[config.mk]
export PLATFORM = sky130hd
export DESIGN_NAME = str_match
export DESIGN_NICKNAME = d
export VERILOG_FILES = /design/src/rtl/str_match.sv
export SDC_FILE = /design/constraint.sdc
export NUM_CORES = 1
export LEC_CHECK = 0
export ABC_CLOCK_PERIOD_IN_PS = 2100
export CAP_MARGIN = 25
export CORE_UTILIZATION = 40
export DETAILED_ROUTE_END_ITERATION = 8
export GPL_ROUTABILITY_DRIVEN = 0
export SLEW_MARGIN = 20
export SYNTH_ARGS = -nofsm -noshare
export SYNTH_HDL_FRONTEND = slang
export SYNTH_SLANG_ARGS = --single-unit
export TNS_END_PERCENT = 10
[constraint.sdc]
create_clock -name clk -period 2.1 [get_ports clk]
set_input_delay 0.42 -clock clk [delete_from_list [all_inputs] [get_ports clk]]
set_output_delay 0.42 -clock clk [all_outputs]
set_load 0.03 [all_outputs]
[src/rtl/str_match.sv]
// str_match: assembles received bytes into words and decodes start/stop/hitsz commands
module str_match #(
  parameter int TIMEOUT = 150000,
  parameter int MAX_LEN = 8
) (
  input  logic       clk,
  input  logic       rst,
  input  logic       rx_vld,
  input  logic [7:0] rx_data,
  output logic       cmd_vld,
  output logic [1:0] cmd_code,
  output logic       run
);
  localparam int CW = (TIMEOUT > 2) ? $clog2(TIMEOUT) : 1;
  localparam int LW = $clog2(MAX_LEN + 2);
  typedef enum logic [1:0] {IDLE, RECV, EVAL} state_t;
  state_t state_q, state_d;
  logic [CW-1:0] cnt_q, cnt_d;
  logic [LW-1:0] len_q, len_d, len_base;
  logic [7:0] buf_q [MAX_LEN];
  logic [7:0] buf_d [MAX_LEN];
  logic cmd_vld_d, run_d;
  logic [1:0] cmd_code_d, code;
  logic term, acc, expire;
  logic [39:0] w5;
  assign term   = (rx_data == 8'h0D) || (rx_data == 8'h0A);
  assign acc    = rx_vld && !term;
  assign expire = (cnt_q == CW'(TIMEOUT - 1)) && !rx_vld;
  assign w5     = {buf_q[0], buf_q[1], buf_q[2], buf_q[3], buf_q[4]};
  // classify the buffered word against the three keywords
  always_comb begin
    code = (len_q == LW'(5) && w5 == "start") ? 2'd1 :
           (len_q == LW'(4) && w5[39:8] == "stop") ? 2'd2 :
           (len_q == LW'(5) && w5 == "hitsz") ? 2'd3 : 2'd0;
  end
  // next state: bytes always reopen a word, even during evaluation
  always_comb begin
    state_d = state_q;
    case (state_q)
      IDLE:    state_d = acc ? RECV : IDLE;
      RECV:    state_d = acc ? RECV : ((rx_vld && term) || expire) ? EVAL : RECV;
      default: state_d = acc ? RECV : IDLE;
    endcase
  end
  // word buffer, length and idle counter; evaluation clears the word before a new byte lands
  always_comb begin
    len_base = (state_q == EVAL) ? '0 : len_q;
    for (int i = 0; i < MAX_LEN; i++) buf_d[i] = (state_q == EVAL) ? 8'h00 : buf_q[i];
    for (int i = 0; i < MAX_LEN; i++) if (acc && len_base == LW'(i)) buf_d[i] = rx_data;
    len_d = !acc ? len_base : (len_base == LW'(MAX_LEN + 1)) ? len_base : len_base + LW'(1);
    cnt_d = (state_q == RECV && !rx_vld) ? cnt_q + CW'(1) : '0;
  end
  // registered outputs update only on the evaluation cycle
  always_comb begin
    cmd_vld_d  = (state_q == EVAL);
    cmd_code_d = (state_q == EVAL) ? code : cmd_code;
    run_d      = (state_q == EVAL && code == 2'd1) ? 1'b1 :
                 (state_q == EVAL && code == 2'd2) ? 1'b0 : run;
  end
  // state and datapath registers
  always_ff @(posedge clk or posedge rst) begin
    if (rst) begin
      state_q <= IDLE;
      cnt_q   <= '0;
      len_q   <= '0;
      for (int i = 0; i < MAX_LEN; i++) buf_q[i] <= 8'h00;
    end else begin
      state_q <= state_d;
      cnt_q   <= cnt_d;
      len_q   <= len_d;
      for (int i = 0; i < MAX_LEN; i++) buf_q[i] <= buf_d[i];
    end
  end
  // output registers
  always_ff @(posedge clk or posedge rst) begin
    if (rst) begin
      cmd_vld  <= 1'b0;
      cmd_code <= 2'd0;
      run      <= 1'b0;
    end else begin
      cmd_vld  <= cmd_vld_d;
      cmd_code <= cmd_code_d;
      run      <= run_d;
    end
  end
endmodule

==> metrics.md, run 1 <==
| Metric | Value |
|---|---|
| Post-DP HPWL | 5.036 mm |
| GR Util All Layers | 18.58% |
| Initial DRC Count | 107 |
| Post-Syn Area | 3316 um^2 |
| Syn Inst Count | 316 |
| Synth warn | 0 |
| Minimum hold slack | 0.3881 ns |
| Root buf cell | clkbuf_8 |
| Routed WL | 7.191 mm |
| Crit path max-delay family | simple AND/OR/NAND/NOR gates |
| Flop2flop setup slack | 0.10 ns |
| Max-Cap Viols | 0 |
| Worst slack at placement | -0.5089 ns |
| Die H | 93.05 um |
| Max clock buf depth | 2 |
| Setup Crit Path Kind | register to register |
| Syn nets | 332 |
| Die area | 8657 um^2 |
| R2R Path End | run |
| P_leak | 2.000 nW |
| Syn_area_per_cell | 10.49 um^2 |
| Clock skew | 0.007320 ns |
| CP Data Arrival Time | 2.23 ns |
| ANT cells | 0 |
| Cells along the critical path | or4b_1 > or4_4 > nor2_2 > nand3_1 > a22o_1 |
| Startpoint types | register |
| Vias | 2352 |
| Final worst setup slack | 0.1023 ns |
| Detailed Routing Iterations Pass 1 | 4 |
| First-pass GRT wire length | 11.81 mm |
| Clk Latency, worst-skew pair | 0.35 ns |
| Slowest-stage cell, CP | or4_4 |
| Peak supply drop | 0.4715 mV |
| Sink Count | 68 |
| Worst-Margin Slew | 0.4413 ns |
| RSZ-0062 raised after global routing | no |
| Post-Synth Adder-Cell Area | 1.887% |
| Crit. End Element | register |
| CTS Hold Buffers Added | 0 |
| Power Density | 1074 nW/um^2 |
| Setup violators final | 0 |
| Final Max Slew Viols | 0 |
| IO Pins | 15 |
| Outcome | complete, no violations |
| Htree depth | 3 |
| Vias in the first global route | 2298 |
| DR WL/cell | 15.50 um |
| Number of enable flip-flop cells after synthesis | 0 |
| Avg Vias per Cell | 5.069 |
| Max transition margin | 70.54% |
| Critical path peak fanout | 3 |
| Largest family of logic cells by synthesized area | simple AND/OR/NAND/NOR gates |
| Worst Hold Class | input port to async pin |
| Worst EP required | 2.34 ns |
| Fmax | 500.6 MHz |
| Drt drc | 0 |
| Synth Area in XOR/XNOR | 4.491% |
| Share of cells above drive strength 1 | 15.19% |
| Initial Util | 42.04% |
| FP Rows | 32 |
| Clk slew on worst S/H paths | 0.07 ns |
| Async S/R FF share, synth | 100.0% |
| Fin crit period | 1.998 ns |
| GRT overflow | 0 |
| Syn-to-layout area delta | 21.51% |
| TritonCTS buffer count | 9 |
| Largest net degree at the start of global routing | 47 |
| Reg2reg start | buf_q[59] |
| Antenna violations before repair | 0 |
| Unique cell type count in the Yosys netlist | 43 |
| Layout Nets | 373 |
| Synth Area in Compound Gates | 4.075% |
| Most used DFF post-synth | dfrtp_1 |
| Worst R2R Path Depth | 5 |
| Worst stage delay on the critical path | 0.53 ns |
| Mux share of post-synthesis cell area | 9.962% |
| Simple-gate share of the synthesized area | 25.43% |
| FF+latch count, synth | 68 |
| Sequential share of the synthesized area | 51.32% |
| Die X-Extent | 93.05 um |
| Core Area | 7888 um^2 |
| Routed Antenna Nets | 0 |
| CP bufs+invs | 0 |
| Final period util | 95.13% |
| CTS tree | yes |
| Port buffer count | 14 |
| Final Hold Violating Endpoints | 0 |
==> synth_stat cells (3+ instances only) <==
cell | number | area, um^2
inv_1 | 14 | 52.55
nand3b_1 | 3 | 22.52
nand4_1 | 8 | 50.05
nand2_8 | 4 | 80.08
mux2i_1 | 33 | 330.3
o21ai_1 | 5 | 25.02
nand2_1 | 62 | 232.7
xor2_1 | 8 | 70.07
nand3_1 | 8 | 40.04
nor4_1 | 3 | 18.77
nand2b_1 | 3 | 18.77
xnor2_1 | 9 | 78.83
ha_1 | 5 | 62.56
clkbuf_1 | 7 | 26.28
nor4bb_1 | 5 | 50.05
a21oi_1 | 4 | 20.02
dfrtp_1 | 68 | 1702
nor2_1 | 26 | 97.59
nor4b_1 | 5 | 43.79
o21ai_0 | 6 | 30.03
==> report_power, final <==
part	internal (W)	switching (W)	total, W	leakage, nW
logic	0.000561	0.000608	0.00117	1.00
clock network	0.000700	0.000487	0.00119	0.107
registers	0.00170	0.000273	0.00197	0.889
==> per-stage QoR <==
stage / power, W / util (%) / area (um^2) / TNS, ns / cells
2_1_floorplan: 0.002742 / - / 3317 / -2.143 / 316
3_3_place_gp: 0.003099 / 47.57 / 3752 / -14.56 / 446
3_5_place_dp: 0.003139 / 47.57 / 3752 / -16.54 / 446
4_1_cts: 0.004344 / 50.44 / 3979 / -1.089 / 462
5_1_grt: 0.004632 / 51.08 / 4029 / 0 / 464
6_report: 0.004328 / 51.08 / 4029 / 0 / 464
==> final cells by class <==
| class | instances | area (um^2) |
|---|---|---|
| Clock inverter | 4 | 72.57 |
| Timing Repair Buffer | 39 | 389.1 |
| Inverter | 14 | 52.55 |
| Tap cell | 102 | 127.6 |
| Clock buffer | 12 | 145.1 |
| Multi-Input combinational cell | 225 | 1540 |
| Sequential cell | 68 | 1702 |
| Fill cell | 692 | 3859 |
==> kinds of logic after synthesis <==
logic type               count (synthesis)
buffers and inverters                   23
AO/OA/AOI/OAI                           21
flip-flops                              68
adder cells (fa/ha/maj)                  5
AND/OR/NAND/NOR                        149
XOR/XNOR                                17
multiplexers                            33
==> worst register-to-register path, cell delays in order, from the launching register on <==
cell and delay (ns):
dfrtp_1 0.40, or4b_1 0.51, or4_4 0.53, nor2_2 0.12, nand3_1 0.09, a22o_1 0.24
==> state kept, by name (all words and copies together) (netlist names) <==
name,count
buf_q,40
cmd_code,2
cmd_vld,1
cnt_q,18
len_q,4
run,1
state_q,2
==> what timing repair did <==
| action | CTS | global route |
|---|---|---|
| buffers inserted | 0 | 2 |
| pin swaps | 0 | 5 |
| endpoints found under the setup margin | 21 | 34 |
| endpoints found under the hold margin | 0 | 0 |
| gates resized for setup | 1 | 13 |
==> cells in the final DEF, fill, tap and decap left out, types with 8 or more instances in the layout <==
cell type	count
dfrtp_1	68
xor2_1	8
nor2_1	26
mux2i_1	31
nand2_1	62
nand3_1	8
inv_1	13
clkbuf_8	11
nand4_1	8
buf_4	21
xnor2_1	9
==> per-layer routing <==
| metal | global-route usage, % | routed length [um] | up-vias |
|---|---|---|---|
| met5 | 0 | 0 | - |
| met4 | 6.923 | 117 | 0 |
| met3 | 5.772 | 240 | 11 |
| met2 | 27.51 | 3131 | 35 |
| met1 | 25.51 | 3701 | 1146 |
| li1 | - | - | 1160 |
==> how the worst max path moves through the flow <==
stage / startpoint / endpoint / slack (ns) / depth (start not counted)
floorplan: rst / buf_q[24] / -0.03 / 1
global placement: rx_data[0] / buf_q[30] / -0.37 / 5
detailed placement: rx_data[0] / buf_q[30] / -0.51 / 5
CTS: rx_data[4] / buf_q[51] / -0.06 / 7
global route: state_q[1] / buf_q[61] / 0.005 / 8
finish: buf_q[59] / run / 0.10 / 5
Note: power is estimated with default switching activity, not from simulation.
==> run 2, diff against run 1 <==
RECOVER_POWER = 100   (was unset)
==> run 2 against run 1 <==
  * Non-clock buffer count unchanged
  * Clock skew up 0.0010 ns
  * Flip-flop and latch count unchanged
  * Die area unchanged
  * Sequential share of layout area up 0.38 points
  * Power down 0.62%
  * Critical path depth unchanged
  * Final area down 0.90%
  * Sequential power about the same
  * Critical path type unchanged
==> metrics.md, run 2 (same netlist as run 1, synthesis figures left out) <==
| Metric | Value |
|---|---|
| GRT overflow | 0 |
| Antenna violations before repair | 0 |
| Max reg flops | 40 |
| Sink Count | 68 |
| Syn-to-layout area delta | 20.42% |
| Commonest non-fill, non-tap cell in the layout | dfrtp_1 |
| IO Pins | 15 |
| Total Power | 0.004301 W |
| Core Area | 7888 um^2 |
| Root buf cell | clkbuf_8 |
| Drt drc | 0 |
| Critical path peak fanout | 3 |
| Most frequent cells in the layout | dfrtp_1 (68), nand2_1 (62), mux2i_1 (32) |
| Htree depth | 3 |
| CTS tree | yes |
| Fin crit period | 2.030 ns |
| Die X-Extent | 93.05 um |
| Initial DRC Count | 109 |
| Share of cells above drive strength 1 | 12.98% |
| Max clock buf depth | 2 |
| Final Max Slew Viols | 0 |
| CP Data Arrival Time | 2.27 ns |
| First-pass GRT wire length | 11.81 mm |
| FP Rows | 32 |
| TritonCTS buffer count | 9 |
| Largest net degree at the start of global routing | 47 |
| Fin area | 3993 um^2 |
| Routed Antenna Nets | 0 |
| ANT cells | 0 |
| DR WL/cell | 15.45 um |
| Detailed Routing Iterations Pass 1 | 4 |
| Outcome | complete, no violations |
| Crit. End Element | register |
| Peak supply drop | 0.4698 mV |
| Initial Util | 42.04% |
| Setup violators final | 0 |
| Final Hold Violating Endpoints | 0 |
| Clk Latency, worst-skew pair | 0.35 ns |
| GR Util All Layers | 18.58% |
| Most flops, register | buf_q |
| Post-DP HPWL | 5.036 mm |
| Die H | 93.05 um |
| Clock skew | 0.008366 ns |
| Routed WL | 7.170 mm |
| Avg Vias per Cell | 5.095 |
| RSZ-0062 raised after global routing | no |
| P_leak | 2.002 nW |
| Clk slew on worst S/H paths | 0.08 ns |
| Largest registers | buf_q (40), cnt_q (18), len_q (4) |
| WHS Path Cells | 4 |
| Layout Nets | 373 |
| Max transition margin | 50.82% |
| Worst Hold Class | input port to register |
| Final period util | 96.68% |
| Die area | 8657 um^2 |
| Vias in the first global route | 2298 |
| Power Density | 1077 nW/um^2 |
| Worst R2R Path Depth | 5 |
| Worst EP required | 2.34 ns |
| DP Area | 3752 um^2 |
| Port buffer count | 14 |
| Max-Cap Viols | 0 |
| Minimum hold slack | 0.4410 ns |
| Worst-Margin Slew | 0.7370 ns |
| Fmax | 492.5 MHz |
| Setup Crit Path Kind | register to register |
| Startpoint types | register |
| # fillers | 700 |
| Vias | 2364 |
==> run 2: path summary, 6_finish.rpt <==
check / from / endpoint / slack (ns)
worst max register to register: buf_q[59] / run / 0.07
worst max-delay path: buf_q[59] / run / 0.07
min in group asynchronous: rst / buf_q[63] / 0.63
worst min register to register: state_q[1] / state_q[1] / 0.47
max in group asynchronous: rst / buf_q[42] / 0.53
worst min-delay path: rx_data[1] / buf_q[25] / 0.44
==> run 2: final cells by class <==
type	instances	area, um^2	share of cell area (%)
Timing Repair Buffer	39	364.1	9.119
Tap cell	102	127.6	3.196
Clock inverter	4	72.57	1.818
Multi-Input combinational cell	225	1529	38.30
Sequential cell	68	1702	42.62
Clock buffer	12	145.1	3.635
Inverter	14	52.55	1.316
==> run 2: per-layer routing <==
metal | vias to the layer above | global-route usage (%) | routed length [um]
met3 | 10 | 5.772 | 314
met1 | 1146 | 25.51 | 3622
met4 | 0 | 6.923 | 108
met5 | - | 0 | 0
met2 | 47 | 27.51 | 3124
li1 | 1161 | - | -
==> run 2: critical path: stages, from the launching register on <==
cell and delay, ns:
dfrtp_1 0.40, or4b_1 0.51, or4_4 0.52, nor2_1 0.15, nand3_1 0.09, a22o_1 0.24
==> run 2: per-stage QoR <==
step,TNS (ns),utilization (%),worst slack [ns],std cells
after CTS,-1.089,50.44,-0.06227,462
after floorplan,-2.143,-,-0.03151,316
after global routing,0,50.62,0.01185,464
after detailed placement,-16.54,47.57,-0.5089,446
after global placement,-14.56,47.57,-0.3711,446
final,0,50.62,0.06973,464
==> run 2: repair_timing <==
item,in CTS,in global routing
hold buffers,0,0
setup endpoints to repair,21,34
pin swaps,0,5
setup buffers,0,2
gates resized for setup,1,13
==> run 2: where the power goes <==
group | internal, W | switching [W]
sequential | 0.00170 | 0.000269
combinational | 0.000543 | 0.000602
clock | 0.000700 | 0.000488
total | 0.00294 | 0.00136
